**src/rtl/uart_tx_pkg.sv**
```systemverilog
// -----------------------------------------------------------------------------
// uart_tx_pkg
//   Shared definitions for the UART TX feeder slice:
//   - default payload width
//   - launch FSM state encodings (as localparams and as a typed enum)
//   - launch condition helper used by the launch FSM
// -----------------------------------------------------------------------------
package uart_tx_pkg;

    localparam int DATA_WIDTH_DEF = 8;

    // Launch FSM encodings are fixed so external debug taps can decode them.
    localparam logic [1:0] LS_IDLE      = 2'b00;
    localparam logic [1:0] LS_ISSUE     = 2'b01;
    localparam logic [1:0] LS_WAIT_BUSY = 2'b10;
    localparam logic [1:0] LS_WAIT_DONE = 2'b11;

    typedef enum logic [1:0] {
        ST_IDLE      = LS_IDLE,
        ST_ISSUE     = LS_ISSUE,
        ST_WAIT_BUSY = LS_WAIT_BUSY,
        ST_WAIT_DONE = LS_WAIT_DONE
    } launch_state_e;

    // A byte may be launched only when something is queued, the host allows
    // transmission and the frame FSM is free.
    function automatic logic launch_ok(
        input logic fifo_empty,
        input logic tx_enable,
        input logic tx_busy
    );
        return !fifo_empty && tx_enable && !tx_busy;
    endfunction

endpackage : uart_tx_pkg

```
**src/rtl/tx_sync_fifo.sv**
```systemverilog
// -----------------------------------------------------------------------------
// tx_sync_fifo
//   Single-clock byte FIFO feeding the UART launch FSM.
//   Ports:
//     clk, rst        clock, asynchronous active-low reset
//     wr_en, wr_data  push request and data (ignored when full -> overflow)
//     rd_en           pop request (ignored when empty)
//     ovf_clr         clears the sticky overflow flag
//     head            entry at the read pointer (valid when !empty)
//     full, empty     registered occupancy flags
//     level           registered occupancy 0..DEPTH
//     overflow        sticky flag: a write was dropped
//   All status outputs are registered and reflect push/pop the next cycle.
// -----------------------------------------------------------------------------
module tx_sync_fifo
    import uart_tx_pkg::*;
#(
    parameter int DATA_WIDTH = DATA_WIDTH_DEF,
    parameter int DEPTH      = 8,
    parameter int ADDR_W     = $clog2(DEPTH)   // derived, leave at default
) (
    input  logic                  clk,
    input  logic                  rst,
    input  logic                  wr_en,
    input  logic [DATA_WIDTH-1:0] wr_data,
    input  logic                  rd_en,
    input  logic                  ovf_clr,
    output logic [DATA_WIDTH-1:0] head,
    output logic                  full,
    output logic                  empty,
    output logic [ADDR_W:0]       level,
    output logic                  overflow
);

    localparam logic [ADDR_W:0] LEVEL_FULL = (ADDR_W + 1)'(DEPTH);

    logic [DATA_WIDTH-1:0] mem_q [DEPTH];

    logic [ADDR_W-1:0] wr_ptr_q, wr_ptr_d;
    logic [ADDR_W-1:0] rd_ptr_q, rd_ptr_d;
    logic [ADDR_W:0]   level_q,  level_d;
    logic              full_q,   full_d;
    logic              empty_q,  empty_d;
    logic              ovf_q,    ovf_d;

    logic push;
    logic pop;
    logic drop;

    // Full is judged on the registered flag, so a write arriving while full
    // is dropped even if a pop frees a slot in the same cycle.
    assign push = wr_en && !full_q;
    assign drop = wr_en &&  full_q;
    assign pop  = rd_en && !empty_q;

    always_comb begin
        wr_ptr_d = wr_ptr_q;
        rd_ptr_d = rd_ptr_q;
        level_d  = level_q;
        ovf_d    = ovf_q;

        // DEPTH is a power of two, so pointer wrap is plain overflow.
        if (push) begin
            wr_ptr_d = wr_ptr_q + ADDR_W'(1);
        end
        if (pop) begin
            rd_ptr_d = rd_ptr_q + ADDR_W'(1);
        end

        unique case ({push, pop})
            2'b10:   level_d = level_q + (ADDR_W + 1)'(1);
            2'b01:   level_d = level_q - (ADDR_W + 1)'(1);
            default: level_d = level_q;
        endcase

        full_d  = (level_d == LEVEL_FULL);
        empty_d = (level_d == '0);

        // A drop in the same cycle as a clear wins, so no loss goes unreported.
        if (drop) begin
            ovf_d = 1'b1;
        end else if (ovf_clr) begin
            ovf_d = 1'b0;
        end
    end

    always_ff @(posedge clk or negedge rst) begin
        if (!rst) begin
            wr_ptr_q <= '0;
            rd_ptr_q <= '0;
            level_q  <= '0;
            full_q   <= 1'b0;
            empty_q  <= 1'b1;
            ovf_q    <= 1'b0;
        end else begin
            wr_ptr_q <= wr_ptr_d;
            rd_ptr_q <= rd_ptr_d;
            level_q  <= level_d;
            full_q   <= full_d;
            empty_q  <= empty_d;
            ovf_q    <= ovf_d;
        end
    end

    // Storage carries no reset; stale contents are unreachable once the
    // pointers are cleared.
    always_ff @(posedge clk) begin
        if (push) begin
            mem_q[wr_ptr_q] <= wr_data;
        end
    end

    // Head is read combinationally so the launch edge can capture it directly
    // into the held output register.
    assign head     = mem_q[rd_ptr_q];
    assign full     = full_q;
    assign empty    = empty_q;
    assign level    = level_q;
    assign overflow = ovf_q;

endmodule : tx_sync_fifo

```
**src/rtl/uart_tx_feeder.sv**
```systemverilog
// -----------------------------------------------------------------------------
// uart_tx_feeder
//   Byte buffer and launch controller in front of the UART TX frame FSM.
//   Ports:
//     clk, rst        clock, asynchronous active-low reset
//     wr_en, wr_data  host byte write
//     tx_enable       0 holds the queue (sampled only while idle)
//     ovf_clr         clears the overflow flag
//     tx_busy         busy flag from the TX frame FSM
//     tx_data_valid   1-cycle launch pulse
//     tx_p_data       byte under transmission, held until the next launch
//     full, empty     FIFO occupancy flags
//     level           FIFO occupancy 0..DEPTH
//     overflow        sticky dropped-write flag
//   Launch sequence: IDLE -> ISSUE (pulse) -> WAIT_BUSY -> WAIT_DONE -> IDLE.
//   Waiting for busy to rise and then fall guarantees a launched frame is
//   acknowledged before the next one can be issued.
// -----------------------------------------------------------------------------
module uart_tx_feeder
    import uart_tx_pkg::*;
#(
    parameter int DATA_WIDTH = DATA_WIDTH_DEF,
    parameter int DEPTH      = 8,
    parameter int ADDR_W     = $clog2(DEPTH)   // derived, leave at default
) (
    input  logic                  clk,
    input  logic                  rst,
    input  logic                  wr_en,
    input  logic [DATA_WIDTH-1:0] wr_data,
    input  logic                  tx_enable,
    input  logic                  ovf_clr,
    input  logic                  tx_busy,
    output logic                  tx_data_valid,
    output logic [DATA_WIDTH-1:0] tx_p_data,
    output logic                  full,
    output logic                  empty,
    output logic [ADDR_W:0]       level,
    output logic                  overflow
);

    launch_state_e         state_q, state_d;
    logic                  tx_data_valid_q, tx_data_valid_d;
    logic [DATA_WIDTH-1:0] tx_p_data_q, tx_p_data_d;

    logic                  fifo_pop;
    logic [DATA_WIDTH-1:0] fifo_head;
    logic                  fifo_empty;

    tx_sync_fifo #(
        .DATA_WIDTH (DATA_WIDTH),
        .DEPTH      (DEPTH),
        .ADDR_W     (ADDR_W)
    ) u_fifo (
        .clk      (clk),
        .rst      (rst),
        .wr_en    (wr_en),
        .wr_data  (wr_data),
        .rd_en    (fifo_pop),
        .ovf_clr  (ovf_clr),
        .head     (fifo_head),
        .full     (full),
        .empty    (fifo_empty),
        .level    (level),
        .overflow (overflow)
    );

    always_comb begin
        state_d         = state_q;
        tx_data_valid_d = 1'b0;
        tx_p_data_d     = tx_p_data_q;
        fifo_pop        = 1'b0;

        unique case (state_q)
            ST_IDLE: begin
                // The pop and the capture of the head happen on the same edge,
                // so the pulse and its data appear together.
                if (launch_ok(fifo_empty, tx_enable, tx_busy)) begin
                    state_d         = ST_ISSUE;
                    tx_data_valid_d = 1'b1;
                    tx_p_data_d     = fifo_head;
                    fifo_pop        = 1'b1;
                end
            end
            ST_ISSUE: begin
                state_d = ST_WAIT_BUSY;
            end
            ST_WAIT_BUSY: begin
                if (tx_busy) begin
                    state_d = ST_WAIT_DONE;
                end
            end
            ST_WAIT_DONE: begin
                if (!tx_busy) begin
                    state_d = ST_IDLE;
                end
            end
            default: begin
                state_d = ST_IDLE;
            end
        endcase
    end

    always_ff @(posedge clk or negedge rst) begin
        if (!rst) begin
            state_q         <= ST_IDLE;
            tx_data_valid_q <= 1'b0;
            tx_p_data_q     <= '0;
        end else begin
            state_q         <= state_d;
            tx_data_valid_q <= tx_data_valid_d;
            tx_p_data_q     <= tx_p_data_d;
        end
    end

    assign tx_data_valid = tx_data_valid_q;
    assign tx_p_data     = tx_p_data_q;
    assign empty         = fifo_empty;

endmodule : uart_tx_feeder
```
**config.mk**
```make
export PLATFORM = sky130hd
export DESIGN_NAME = uart_tx_feeder
export DESIGN_NICKNAME = d
export VERILOG_FILES = /design/src/rtl/uart_tx_pkg.sv /design/src/rtl/tx_sync_fifo.sv /design/src/rtl/uart_tx_feeder.sv
export SDC_FILE = /design/constraint.sdc
export NUM_CORES = 1
export LEC_CHECK = 0
export CORE_ASPECT_RATIO = 1.5
export CORE_UTILIZATION = 61
export DETAILED_ROUTE_END_ITERATION = 10
export GPL_ROUTABILITY_DRIVEN = 0
export PLACE_DENSITY_LB_ADDON = 0.25
export SLEW_MARGIN = 20
export SYNTH_ARGS = -nofsm -noshare
export SYNTH_HDL_FRONTEND = slang
export SYNTH_SLANG_ARGS = --single-unit
```
**constraint.sdc**
```tcl
create_clock -name clk -period 3.55 [get_ports clk]
set_input_delay 0.355 -clock clk [delete_from_list [all_inputs] [get_ports clk]]
set_output_delay 0.355 -clock clk [all_outputs]
set_load 0.005 [all_outputs]
```
==> PnR_summary.wiki <==
{| class="wikitable"
! Metric !! Value
|-
| Kind of path behind the tightest hold check || in -> async
|-
| Internal power contribution || 2.29 mW
|-
| Flop-to-flop setup slack || 780 ps
|-
| Vias in the first global route || between 1500 and 2000
|-
| Maximum number of pins on one net before global-route repair || 25
|-
| CTS buffer count || 9
|-
| Max-cap violations || 0
|-
| Total global-route track usage || 0.237
|-
| Area of the die || 6210 um2
|-
| FMAX || ~360 MHz
|-
| Number of antenna violations at the first check in global routing || 0
|-
| Remaining antenna violation count after routing || 0
|-
| Post-synth EDFFs || 64
|-
| Fin. max-slew vios || 0
|-
| IO buf count || 29
|-
| Post-route cell area || about 4200 um2
|-
| Number of top-level design ports || 30
|-
| Post-CTS Hold Buffers || 0
|-
| Number of iterations in the first detailed-routing pass || 4
|-
| Vias per cell || 5.87
|-
| Dominant register cell in the synthesized netlist || sky130_fd_sc_hd__edfxtp_1
|-
| CTS sink cnt || 88
|-
| Synth Warn # || 0
|-
| Post-layout net count || 271
|-
| Initial core utilization || 0.645
|-
| Proportion of synthesized chip area in sequential cells || 0.702
|-
| CP Max Fanout || 23
|-
| Maximum clock skew at final layout || between 8 and 9 ps
|-
| Number of endpoints with negative hold slack in the final report || 0
|-
| Flop pwr share || 0.484
|-
| Gate count after technology mapping || 213
|-
| Critical path start-end classification || reg -> reg
|-
| Via count of the routed design || 1902
|-
| Critical path required time || 3830 ps
|-
| Net switching share of the total power || 0.300
|-
| First-pass GRT wire length || 9980 um
|-
| Mapped Nets || 235
|-
| Total number of placement rows || 33
|-
| Critical Path Start Type || flip-flop
|-
| Unrepaired setup endpoints after global routing || no
|-
| Outcome || completed
|-
| Largest cells by area after synthesis || sky130_fd_sc_hd__edfxtp_1 (53%), sky130_fd_sc_hd__dfrtp_1 (16%), sky130_fd_sc_hd__mux4_2 (10%), sky130_fd_sc_hd__ha_1 (2.8%), sky130_fd_sc_hd__mux2i_1 (2.2%)
|-
| Worst-case vdd ir drop || 0.000542 V
|-
| LEAKAGE || 1.50 nW
|-
| Clock tree from TritonCTS || built
|-
| Cell Area, Synth || 3600 um2
|-
| Pwr Density || a little under 800 nW/um2
|-
| Setup violations, final || 0
|-
| Power share of the combinational group || 0.316
|-
| Async set or reset register ratio after synthesis || 0.273
|-
| Endpoint type of the worst setup path || flip-flop
|-
| Final HPWL from detailed placement || a little over 4000 um
|-
| Post-synthesis cell type with the largest combined area || sky130_fd_sc_hd__edfxtp_1
|-
| Die Width || 64.7 um
|-
| Maximum level of the CTS H-tree || 3
|-
| DR iter-0 viols || 87
|-
| Worst-margin pin slew || slightly above 900 ps
|-
| Final standard cell utilization of the core || 0.746
|-
| Count of inserted antenna diode cells || 0
|-
| Residual DRC || 0
|-
| Commonest non-fill, non-tap cell in the layout || sky130_fd_sc_hd__edfxtp_1
|-
| Placed inst area || approximately 4000 um2
|-
| Clock root buffer || sky130_fd_sc_hd__clkbuf_8
|-
| Shortest period the worst path allows || 2770 ps
|-
| Maximum clock path buffer count || 2
|-
| Share of the cycle needed by the critical path after routing || 0.781
|-
| Max-Slew Margin vs Limit || 0.392
|-
| Wire length reported by the detailed router || 6230 um
|-
| Flop and latch count out of synthesis || between 80 and 90
|-
| Growth of design area from synthesis to finish || 15.7%
|-
| Number of distinct library cells after synthesis || 33
|-
| Area inside the core boundary || 5570 um2
|-
| Sw Pwr || about 1000 uW
|-
| Vertical die dimension || 96.0 um
|-
| Top library cells by usage in the layout, fill and taps aside || sky130_fd_sc_hd__edfxtp_1 (64), sky130_fd_sc_hd__clkdlybuf4s50_1 (29), sky130_fd_sc_hd__dfrtp_1 (23)
|-
| Final-layout fill cell count || 348
|-
| Clock insertion delay at the later pin of the skew report || 350 ps
|-
| Buffers inserted by post-CTS timing repair || 0
|-
| Fin Setup TNS || 0 ps
|-
| Residual overflow from global routing || 0
|-
| Share of post-route cells with drive strength above 1 || 0.161
|-
| Avg Cell Area, Syn || between 15 and 20 um2
|-
| Cells resized by post-CTS repair || 0
|-
| Post-synth top area share || 0.534
|-
| Routed wire per std cell || 19.2 um
|-
| Part of the power in the clock network || 0.201
|-
| Clock transition at the registers of the reported paths || around 80 ps
|-
| Crit path arrival time || 3050 ps
|}
-- layer usage --
layer / vias up / share of wire / global-route usage / wire length (um)
met2: 66 / 0.54 / 0.402 / 3360
met3: 16 / 0.048 / 0.0569 / 296
met5: - / 0 / 0 / 0
li1: 876 / - / - / -
met1: 944 / 0.39 / 0.276 / 2400
met4: 0 / 0.027 / 0.137 / 170
-- final cells by class --
class | count | area [um2] | share of cell area
well taps | 70 | 87.6 | 0.0211
inverters | 5 | 18.8 | 0.00451
clock buffers | 12 | 145 | 0.0349
multi-input cells | 112 | 1020 | 0.245
repair buffers | 33 | 320 | 0.0770
clock inverters | 4 | 45.0 | 0.0108
flip-flops and latches | 88 | 2520 | 0.607
-- state kept, by name, summed over array words and instances (netlist names) --
register and flops:
u_fifo.mem_q 64, tx_p_data 8, u_fifo.level 4, u_fifo.rd_ptr_q 3
u_fifo.wr_ptr_q 3, state_q 2, tx_data_valid 1, u_fifo.empty 1
u_fifo.full 1, u_fifo.overflow 1
-- worst max-delay path: stages (launching register included) --
cell                       delay [ps]
sky130_fd_sc_hd__dfrtp_1          390
sky130_fd_sc_hd__inv_1            120
sky130_fd_sc_hd__ha_1             210
sky130_fd_sc_hd__and4bb_2         600
sky130_fd_sc_hd__nand2_4          130
sky130_fd_sc_hd__xnor2_1          150
sky130_fd_sc_hd__ha_1             180
sky130_fd_sc_hd__a21oi_1          210
sky130_fd_sc_hd__xor3_1           260
sky130_fd_sc_hd__o41a_1           330
sky130_fd_sc_hd__nor2b_1          120
-- power by group through the flow --
| stage | Sequential, mW | Clock (mW) | Combinational, mW |
|---|---|---|---|
| finish | 1.59 | 0.658 | 1.03 |
| global route | 1.62 | 0.707 | 1.15 |
| CTS | 1.59 | 0.668 | 1.05 |
| detailed placement | 1.61 | 0 | 1.04 |
| global placement | 1.59 | 0 | 1.01 |
| floorplan | 1.50 | 0 | 0.751 |
-- Yosys cell counts, types with 2 or more instances --
cell and instances:
sky130_fd_sc_hd__mux4_2 16, sky130_fd_sc_hd__mux2i_1 8, sky130_fd_sc_hd__nand2_1 12, sky130_fd_sc_hd__edfxtp_1 64
sky130_fd_sc_hd__inv_1 4, sky130_fd_sc_hd__nor2_1 17, sky130_fd_sc_hd__xnor2_1 5, sky130_fd_sc_hd__nor3_1 5
sky130_fd_sc_hd__clkbuf_1 3, sky130_fd_sc_hd__buf_2 4, sky130_fd_sc_hd__o21ai_0 3, sky130_fd_sc_hd__xor2_1 2
sky130_fd_sc_hd__dfrtp_1 23, sky130_fd_sc_hd__a21oi_1 13, sky130_fd_sc_hd__mux2_2 3, sky130_fd_sc_hd__nor2b_1 3
sky130_fd_sc_hd__nand2b_1 5, sky130_fd_sc_hd__ha_1 8
-- logic make-up after synthesis --
family	Yosys count	share of synthesized area
flops	88	0.702
simple gates	49	0.0685
mux	27	0.132
compound gates	20	0.0313
buf+inv	13	0.0150
xor+xnor	8	0.0237
fa+ha+maj	8	0.0278
-- path summary, 6_finish.rpt --
path / start / to / cells after the start
min reg2reg: u_fifo.overflow$_DFFE_PN0P_ / u_fifo.overflow$_DFFE_PN0P_ / 2
max: state_q[0]$_DFFE_PN0P_ / u_fifo.full$_DFF_PN0_ / 10
max reg2reg: state_q[0]$_DFFE_PN0P_ / u_fifo.full$_DFF_PN0_ / 10
max in group asynchronous: rst / u_fifo.empty$_DFF_PN1_ / 2
min: rst / tx_p_data[0]$_DFFE_PN0N_ / 2
min in group clk: u_fifo.overflow$_DFFE_PN0P_ / u_fifo.overflow$_DFFE_PN0P_ / 2
-- per-stage QoR --
step	power (mW)	setup WS (ps)	hold WS (ps)	cells
after floorplan	2.25	1190	59.4	213
after global placement	2.60	689	511	308
after detailed placement	2.65	630	522	308
after CTS	3.31	784	368	324
after global routing	3.47	567	394	324
final	3.28	778	367	324
Power figures use the tool's default switching activity.
